<file path="src/rtl/z80_uart.sv">
// Memory-mapped 8N1 UART for the z80computer CPU bus: DATA/STATUS registers, cs/we/ack handshake.
// Define UART_RX_FIFO_EN for an RX_FIFO_DEPTH-entry receive FIFO; otherwise a single-byte receive register.
module z80_uart #(
    parameter int CLKS_PER_BIT  = 868,
    parameter int RX_FIFO_DEPTH = 4
) (
    input  logic       i_clk,
    input  logic       i_reset_n,
    input  logic       i_addr,
    input  logic [7:0] i_dat,
    output logic [7:0] o_dat,
    input  logic       i_we,
    input  logic       i_cs,
    output logic       o_ack,
    output logic       o_irq,
    output logic       o_tx,
    input  logic       i_rx
);

    localparam int CW = $clog2(CLKS_PER_BIT);
    localparam logic [CW-1:0] BIT_LAST  = CW'(CLKS_PER_BIT - 1);
    localparam logic [CW-1:0] HALF_LAST = CW'(CLKS_PER_BIT / 2 - 1);

    generate
        if (CLKS_PER_BIT < 4 || RX_FIFO_DEPTH < 2) begin : g_bad_param
            $error("z80_uart: CLKS_PER_BIT must be >= 4 and RX_FIFO_DEPTH >= 2");
        end
    endgenerate

    typedef enum logic [1:0] {TX_IDLE, TX_START, TX_DATA, TX_STOP} tx_state_t;
    typedef enum logic [2:0] {RX_IDLE, RX_START, RX_DATA, RX_STOP, RX_BREAK} rx_state_t;

    logic            cs_q;
    logic            access, rd_data, rd_status, wr_data;
    logic            tx_full, tx_accept, tx_load;
    logic [7:0]      tx_hold, tx_shift, tx_shift_nxt;
    tx_state_t       tx_state, tx_state_nxt;
    logic [CW-1:0]   tx_cnt, tx_cnt_nxt;
    logic [2:0]      tx_bit, tx_bit_nxt;
    logic            tx_line_nxt;

    logic            rx_s1, rx_s2, rx_prev;
    rx_state_t       rx_state, rx_state_nxt;
    logic [CW-1:0]   rx_cnt, rx_cnt_nxt;
    logic [2:0]      rx_bit, rx_bit_nxt;
    logic [7:0]      rx_shift, rx_shift_nxt;
    logic            rx_push, ferr_set;

    logic            rx_valid, rx_pop, push_ok, ovr_set;
    logic [7:0]      rx_head;
    logic            ovr, ferr;
    logic [7:0]      status;

    // Side effects only on the first cycle of an access.
    assign access    = i_cs & ~cs_q;
    assign rd_data   = access & ~i_we & ~i_addr;
    assign rd_status = access & ~i_we &  i_addr;
    assign wr_data   = access &  i_we & ~i_addr;
    assign tx_accept = wr_data & ~tx_full;
    assign status    = {4'b0000, ferr, ovr, rx_valid, tx_full};

    always_ff @(posedge i_clk or negedge i_reset_n) begin
        if (!i_reset_n) begin
            cs_q    <= 1'b0;
            o_ack   <= 1'b0;
            o_dat   <= 8'h00;
            o_irq   <= 1'b0;
            tx_full <= 1'b0;
            ovr     <= 1'b0;
            ferr    <= 1'b0;
        end else begin
            cs_q  <= i_cs;
            o_ack <= access | (o_ack & i_cs);
            if (rd_data)
                o_dat <= rx_valid ? rx_head : 8'h00;
            else if (rd_status)
                o_dat <= status;
            if (tx_load)
                tx_full <= 1'b0;
            else if (tx_accept)
                tx_full <= 1'b1;
            ovr   <= ovr_set  | (ovr  & ~rd_status);
            ferr  <= ferr_set | (ferr & ~rd_status);
            o_irq <= rx_valid;
        end
    end

    always_ff @(posedge i_clk) begin
        if (tx_accept)
            tx_hold <= i_dat;
        tx_shift <= tx_shift_nxt;
        rx_shift <= rx_shift_nxt;
    end

    always_comb begin
        tx_state_nxt = tx_state;
        tx_cnt_nxt   = tx_cnt;
        tx_bit_nxt   = tx_bit;
        tx_shift_nxt = tx_shift;
        tx_load      = 1'b0;
        case (tx_state)
            TX_IDLE: begin
                if (tx_full) begin
                    tx_state_nxt = TX_START;
                    tx_load      = 1'b1;
                    tx_shift_nxt = tx_hold;
                    tx_cnt_nxt   = '0;
                end
            end
            TX_START: begin
                if (tx_cnt == BIT_LAST) begin
                    tx_state_nxt = TX_DATA;
                    tx_cnt_nxt   = '0;
                    tx_bit_nxt   = 3'd0;
                end else begin
                    tx_cnt_nxt = tx_cnt + 1'b1;
                end
            end
            TX_DATA: begin
                if (tx_cnt == BIT_LAST) begin
                    tx_cnt_nxt = '0;
                    if (tx_bit == 3'd7) begin
                        tx_state_nxt = TX_STOP;
                    end else begin
                        tx_bit_nxt   = tx_bit + 1'b1;
                        tx_shift_nxt = {1'b1, tx_shift[7:1]};
                    end
                end else begin
                    tx_cnt_nxt = tx_cnt + 1'b1;
                end
            end
            TX_STOP: begin
                if (tx_cnt == BIT_LAST) begin
                    tx_cnt_nxt = '0;
                    // A queued byte starts immediately, with no idle bit between frames.
                    if (tx_full) begin
                        tx_state_nxt = TX_START;
                        tx_load      = 1'b1;
                        tx_shift_nxt = tx_hold;
                    end else begin
                        tx_state_nxt = TX_IDLE;
                    end
                end else begin
                    tx_cnt_nxt = tx_cnt + 1'b1;
                end
            end
            default: tx_state_nxt = TX_IDLE;
        endcase
        tx_line_nxt = 1'b1;
        if (tx_state_nxt == TX_START)
            tx_line_nxt = 1'b0;
        else if (tx_state_nxt == TX_DATA)
            tx_line_nxt = tx_shift_nxt[0];
    end

    always_ff @(posedge i_clk or negedge i_reset_n) begin
        if (!i_reset_n) begin
            tx_state <= TX_IDLE;
            tx_cnt   <= '0;
            tx_bit   <= 3'd0;
            o_tx     <= 1'b1;
        end else begin
            tx_state <= tx_state_nxt;
            tx_cnt   <= tx_cnt_nxt;
            tx_bit   <= tx_bit_nxt;
            o_tx     <= tx_line_nxt;
        end
    end

    // START counts from the cycle after the falling edge is seen, so HALF_LAST lands mid-bit.
    always_comb begin
        rx_state_nxt = rx_state;
        rx_cnt_nxt   = rx_cnt;
        rx_bit_nxt   = rx_bit;
        rx_shift_nxt = rx_shift;
        rx_push      = 1'b0;
        ferr_set     = 1'b0;
        case (rx_state)
            RX_IDLE: begin
                if (rx_prev && !rx_s2) begin
                    rx_state_nxt = RX_START;
                    rx_cnt_nxt   = '0;
                end
            end
            RX_START: begin
                if (rx_cnt == HALF_LAST) begin
                    rx_cnt_nxt   = '0;
                    rx_bit_nxt   = 3'd0;
                    rx_state_nxt = rx_s2 ? RX_IDLE : RX_DATA;
                end else begin
                    rx_cnt_nxt = rx_cnt + 1'b1;
                end
            end
            RX_DATA: begin
                if (rx_cnt == BIT_LAST) begin
                    rx_cnt_nxt   = '0;
                    rx_shift_nxt = {rx_s2, rx_shift[7:1]};
                    if (rx_bit == 3'd7)
                        rx_state_nxt = RX_STOP;
                    else
                        rx_bit_nxt = rx_bit + 1'b1;
                end else begin
                    rx_cnt_nxt = rx_cnt + 1'b1;
                end
            end
            RX_STOP: begin
                if (rx_cnt == BIT_LAST) begin
                    rx_cnt_nxt = '0;
                    if (rx_s2) begin
                        rx_push      = 1'b1;
                        rx_state_nxt = RX_IDLE;
                    end else begin
                        ferr_set     = 1'b1;
                        rx_state_nxt = RX_BREAK;
                    end
                end else begin
                    rx_cnt_nxt = rx_cnt + 1'b1;
                end
            end
            RX_BREAK: begin
                if (rx_s2)
                    rx_state_nxt = RX_IDLE;
            end
            default: rx_state_nxt = RX_IDLE;
        endcase
    end

    always_ff @(posedge i_clk or negedge i_reset_n) begin
        if (!i_reset_n) begin
            rx_s1    <= 1'b1;
            rx_s2    <= 1'b1;
            rx_prev  <= 1'b1;
            rx_state <= RX_IDLE;
            rx_cnt   <= '0;
            rx_bit   <= 3'd0;
        end else begin
            rx_s1    <= i_rx;
            rx_s2    <= rx_s1;
            rx_prev  <= rx_s2;
            rx_state <= rx_state_nxt;
            rx_cnt   <= rx_cnt_nxt;
            rx_bit   <= rx_bit_nxt;
        end
    end

    // A pop in the same cycle frees a slot, so push and pop may both happen when full.
    assign rx_pop  = rd_data & rx_valid;
    assign ovr_set = rx_push & ~push_ok;

`ifdef UART_RX_FIFO_EN
    localparam int AW = $clog2(RX_FIFO_DEPTH);

    logic [7:0] rx_mem [RX_FIFO_DEPTH];
    logic [AW:0] rx_wptr, rx_rptr;
    logic        rx_full;

    assign rx_full  = (rx_wptr[AW] != rx_rptr[AW]) && (rx_wptr[AW-1:0] == rx_rptr[AW-1:0]);
    assign rx_valid = (rx_wptr != rx_rptr);
    assign rx_head  = rx_mem[rx_rptr[AW-1:0]];
    assign push_ok  = rx_push & (~rx_full | rx_pop);

    always_ff @(posedge i_clk or negedge i_reset_n) begin
        if (!i_reset_n) begin
            rx_wptr <= '0;
            rx_rptr <= '0;
        end else begin
            if (push_ok)
                rx_wptr <= rx_wptr + 1'b1;
            if (rx_pop)
                rx_rptr <= rx_rptr + 1'b1;
        end
    end

    always_ff @(posedge i_clk) begin
        if (push_ok)
            rx_mem[rx_wptr[AW-1:0]] <= rx_shift;
    end
`else
    logic [7:0] rx_data;
    logic       rx_full_q;

    assign rx_valid = rx_full_q;
    assign rx_head  = rx_data;
    assign push_ok  = rx_push & (~rx_full_q | rx_pop);

    always_ff @(posedge i_clk or negedge i_reset_n) begin
        if (!i_reset_n)
            rx_full_q <= 1'b0;
        else
            rx_full_q <= push_ok | (rx_full_q & ~rx_pop);
    end

    always_ff @(posedge i_clk) begin
        if (push_ok)
            rx_data <= rx_shift;
    end
`endif

endmodule
</file>
<file path="config.mk">
export PLATFORM = sky130hd
export DESIGN_NAME = z80_uart
export DESIGN_NICKNAME = d
export VERILOG_FILES = /design/src/rtl/z80_uart.sv
export SDC_FILE = /design/constraint.sdc
export NUM_CORES = 1
export LEC_CHECK = 0
export CORE_MARGIN = 10
export CORE_UTILIZATION = 40
export DETAILED_ROUTE_END_ITERATION = 8
export PLACE_DENSITY_LB_ADDON = 0.15
export SETUP_SLACK_MARGIN = 0.02
export SYNTH_ARGS = -nofsm -noshare
export SYNTH_HDL_FRONTEND = slang
export SYNTH_SLANG_ARGS = --single-unit
</file>
<file path="constraint.sdc">
create_clock -name i_clk -period 3.4 [get_ports i_clk]
set_clock_uncertainty 0.2 [all_clocks]
set_input_delay 0.34 -clock i_clk [delete_from_list [all_inputs] [get_ports i_clk]]
set_output_delay 0.34 -clock i_clk [all_outputs]
set_load 0.02 [all_outputs]
</file>
Word level (Yosys, flattened, before mapping)
Cells that the tools add are included.
{ "word_totals": {"register_bits": 82, "inputBits": 14, "output_inout_bits": 11, "word_cells": 150} }
{ "classes": {"add_sub_neg": 4, "eq_ne": 26, "muxes": 52, "bitwise": 27, "n_reduce_logical": 18} }
{ "ops": {"columns": ["operator", "count"], "rows": [
  ["2-to-1 mux 8 bit", 7],
  ["2-to-1 mux 10 bit", 5],
  ["2-to-1 mux 3 bit", 13],
  ["one-hot mux 10 bit (3 select lines)", 1],
  ["!= test 2 bit, second input constant", 12],
  ["one-hot mux 8 bit (3 select lines)", 1],
  ["adder 10 x 1 -> 10 bit, second input constant", 2],
  ["== test 10 bit, second input constant", 2],
  ["one-hot mux 10 bit (2 select lines)", 1],
  ["one-hot mux 3 bit (5 select lines)", 1],
  ["AND 1 bit", 14],
  ["2-to-1 mux 1 bit", 13],
  ["2-to-1 mux 2 bit", 6],
  ["one-hot mux 3 bit (2 select lines)", 2],
  ["AND reduction 4 bit", 3],
  ["== test 10 x 9 -> 1 bit, second input constant", 1],
  ["== test 3 bit, second input constant", 3],
  ["inverter 1 bit", 8],
  ["one-hot mux 2 bit (4 select lines)", 1],
  ["nonzero test 2 bit", 4],
  ["adder 3 x 1 -> 3 bit, second input constant", 2],
  ["== test 2 bit, second input constant", 3],
  ["== test 3 x 2 -> 1 bit, second input constant", 2],
  ["AND reduction 6 bit", 1],
  ["other kinds (12)", 19]
]} }

Logic depth before layout (Yosys ltp)
{ "logic_depth": {"ltp_word": 10, "depth_mapped": 8, "depth_no_buf": 7} }

Least setup slack after synthesis
Ideal clock, no wire load.
{ "synth_timing": {"path_type": "register -> register", "from": "reg tx_full", "to": "reg tx_hold[0], enable pin", "arrival_ns": 1.833, "path_slack_ns": 0.966, "stages_incl_launch_ff": 4, "period_less_slack_ns": 2.434, "cell_sequence": "dfrtp_1 > clkbuf_1 > buf_1 > nor4b_1"} }
{ "synth_via": {"elab_chain_len": 2} }
{ "synth_lines": {"columns": ["item", "line", "text"], "rows": [
  ["start: declaration", "35", "logic tx_full, tx_accept, tx_load;"],
  ["start signal: assignment", "68", "tx_full <= 1'b0;"],
  ["start signal: assignment", "79", "tx_full <= 1'b0;"],
  ["start signal: assignment", "81", "tx_full <= 1'b1;"],
  ["inverter 1 bit", "59", "assign tx_accept = wr_data & ~tx_full;"],
  ["AND 1 bit", "59", null],
  ["via tx_accept", "35", null],
  ["end signal: assignment", "90", "tx_hold <= i_dat;"],
  ["end: declaration", "36", "logic [7:0] tx_hold, tx_shift, tx_shift_nxt;"]
]} }
The timed path passes the listed nets, and every way through them passes these cells.
A chain may end at the register's enable or synchronous reset.

Final worst setup path
{ "layout_timing": {"from": "reg rx_cnt[1]", "to": "reg rx_state[1]"} }
{ "layout_via": {"elab_chain_len": 3, "word_cells_on_any_way": 6, "classes_between": "eq/ne (5); reduce/logical (1)"} }
{ "layout_lines": {"columns": ["item", "line", "text"], "rows": [
  ["start: declaration", "44", "logic [CW-1:0] rx_cnt, rx_cnt_nxt;"],
  ["start signal: assignment", "241", "rx_cnt <= rx_cnt_nxt;"],
  ["== test 10 bit or == test 10 x 9 -> 1 bit (tied branches)", "195, 207, 186", null],
  ["!= test 2 bit (no line)", null, null],
  ["AND reduction 6 bit (no line) (*)", null, null],
  ["end signal: assignment", "240", "rx_state <= rx_state_nxt;"],
  ["end: declaration", "43", "rx_state_t rx_state, rx_state_nxt;"]
]} }
Every way passes the cells marked *; elsewhere a longest branch is shown, timed or not.

==> run metrics <==
Yosys top cell area share=29.9%; vias in the first global route=2679; core area=0.00928 sq mm; sequential area share after synthesis=57.3%; initial antenna violation count=0; final antenna diode count=0; Setup TNS=0 ps; FMAX=368 MHz; Final setup violation count=0; Mapped Area=0.00385 sq mm; root buffer selected by CTS=clkbuf_8; Syn-to-layout area delta=14.7%; Max-Slew Margin vs Limit=48.2%; post-DR wirelength/cell=14.5 microns; Top-Level Pins=25; share of layout cells above drive strength 1=10.5%; Max FO, Critical Path=15; port buffer count=24; Resize count post-CTS=0; Post-Route M1 WL=3.47 mm; met2 wire length=3.61 mm; Fin. Hold Viols=0; most instantiated cells after synthesis=dfrtp_1, nand2_1, edfxtp_1, o21ai_0, nor2_1; Fillers=875; first-pass GRT wire length=13.0 mm; CP arrival=2790 ps; Num CTS Buffers=9; CP required=3480 ps; Post-Syn Area per Cell=10.9 sq um; WL final=7.38 mm; vias=2689; largest cells by area after synthesis=dfrtp_1, edfxtp_1, ha_1; CTS sink count=82; Clock Latency Late Sink=340 ps; Max VDD drop=389 uV; #FFs+latches synth=82; WS Path Type=reg -> reg; Synth area leader=dfrtp_1; Initial Utilization=41.5%; RePlAce Congestion=0.824; met3 wire length=190 microns; H-tree Lvls=3; warnings from Yosys=0; syn_nets=378; Crit-path slowest cell=or4b_1; setup bufs post-CTS=0; Detailed Route Iter0 Violations=129; Post-Synthesis Cells=352; RSZ-0062 raised after global routing=no; hold depth=0; fin. max-slew vios=0; # rows=35; Die ar.=0.0139 sq mm; dpl hpwl=5.11 mm; Startpoint Class=register; Reg2Reg Depth=7; synth unique cells=56; max-cap viol count=0; Power Total=2640 uW; HP Class=reg -> reg; max layer used=met4; measured slew at the worst slew-check pin=776 ps; Period Utilization, post-route=79.9%; PD cells=598 mW/mm^2; pin count of the biggest net entering global routing=31; Die Wd=118 microns; ANT nets after route=0; Tot GR Track Use=11.0%; EDFF count, synth=31; hold_buf cts=1; P_leak=0.00176 uW; worst stage delay on the critical path=510 ps; outcome=finished clean; ys flop type=dfrtp_1; Die Ht=118 microns; Vias/cell=5.28; final period demand of the worst path=2720 ps; Layout Nets=401; Cell Chain, Critical Path=inv_1 > ha_1 > or4bb_1 > o31ai_1 > a21bo_1 > or4b_1 > nand3_1; most frequent cell after synthesis=dfrtp_1; ys async rst share=61.0%; Clock Path Buffers=2; Crit. End Element=register; drt first pass iters=4; GRT overflow=0; number of remaining DRC errors=0; CTS tree=built; register clock-pin slew on the reported worst setup and hold paths=80 ps
-- power by group --
part | internal, uW | total [uW] | switching [uW]
logic | 283 | 613 | 329
registers | 1190 | 1330 | 147
clock network | 342 | 694 | 353
total | 1810 | 2640 | 829
-- worst paths after layout --
path                           start           to  slack [ps]
setup / recovery           rx_cnt[1]  rx_state[1]         680
hold / removal                 rx_s1        rx_s2         160
setup reg to reg           rx_cnt[1]  rx_state[1]         680
hold reg to reg                rx_s1        rx_s2         160
max in group asynchronous  i_reset_n        rx_s1        1800
min in group asynchronous  i_reset_n    tx_bit[2]         380
-- placed cells by master (no fill, tap or decap), types with 8 or more instances in the layout --
cell	count
ha_1	12
nand3_1	14
dfrtp_1	46
o21ai_0	28
nor2b_1	8
mux2_2	11
clkbuf_8	9
nor2_1	27
inv_1	11
edfxtp_1	31
a31oi_1	10
a22oi_1	9
clkdlybuf4s50_1	23
nand2_1	32
a21oi_1	13
-- state kept, by name, summed over array words and instances (netlist names), 2 cells and up --
| signal | count |
|---|---|
| o_dat | 8 |
| rx_bit | 3 |
| rx_cnt | 10 |
| rx_data | 8 |
| rx_shift | 8 |
| rx_state | 3 |
| tx_bit | 3 |
| tx_cnt | 10 |
| tx_hold | 8 |
| tx_shift | 8 |
| tx_state | 2 |
-- critical path, delay by kind of cell (launching register included) --
| family | cells | cell delay (ps) |
|---|---|---|
| buffers and inverters | 1 | 80 |
| DFF | 1 | 420 |
| and+or+nand+nor | 3 | 1100 |
| adders and majority gates | 1 | 130 |
| AOI/OAI and AO/OA | 2 | 730 |
-- stage by stage --
step                      cell area (sq um)  util, %  cells  hold slack (ps)  setup slack, ps
after floorplan                        3850        -    352             -156              966
after global placement                 4210     45.4    492              146              780
after detailed placement               4210     45.4    492              147              686
after CTS                              4410     47.5    509              160              670
after global routing                   4410     47.5    509              164              463
final                                  4410     47.5    509              158              683
-- kinds of logic (layout without fill, tap and decap cells) --
family	Yosys count	count (layout)	synth area share, %
buffers and inverters	27	55	2.67
and+or+nand+nor	126	126	17.1
adders and majority gates	12	12	3.90
xor gates and xnor gates	1	1	0.228
DFF	82	82	57.3
AOI/OAI and AO/OA	92	92	15.2
muxes	12	12	3.48
-- cell type report --
type,instances,area [sq um],share of cell area (%)
Clock inverter,6,63.8,1.45
Multi-Input combinational cell,243,1550,35.0
Clock buffer,10,128,2.89
Sequential cell,82,2210,50.0
Inverter,11,41.3,0.935
Timing Repair Buffer,28,268,6.07
Tap cell,129,161,3.66
-- metal layers --
metal	track usage [%]	vias to the layer above
li1	-	1343
met1	14.2	1306
met2	17.5	34
met3	2.30	6
met4	4.17	0
met5	0	-
Power figures use the tool's default switching activity.
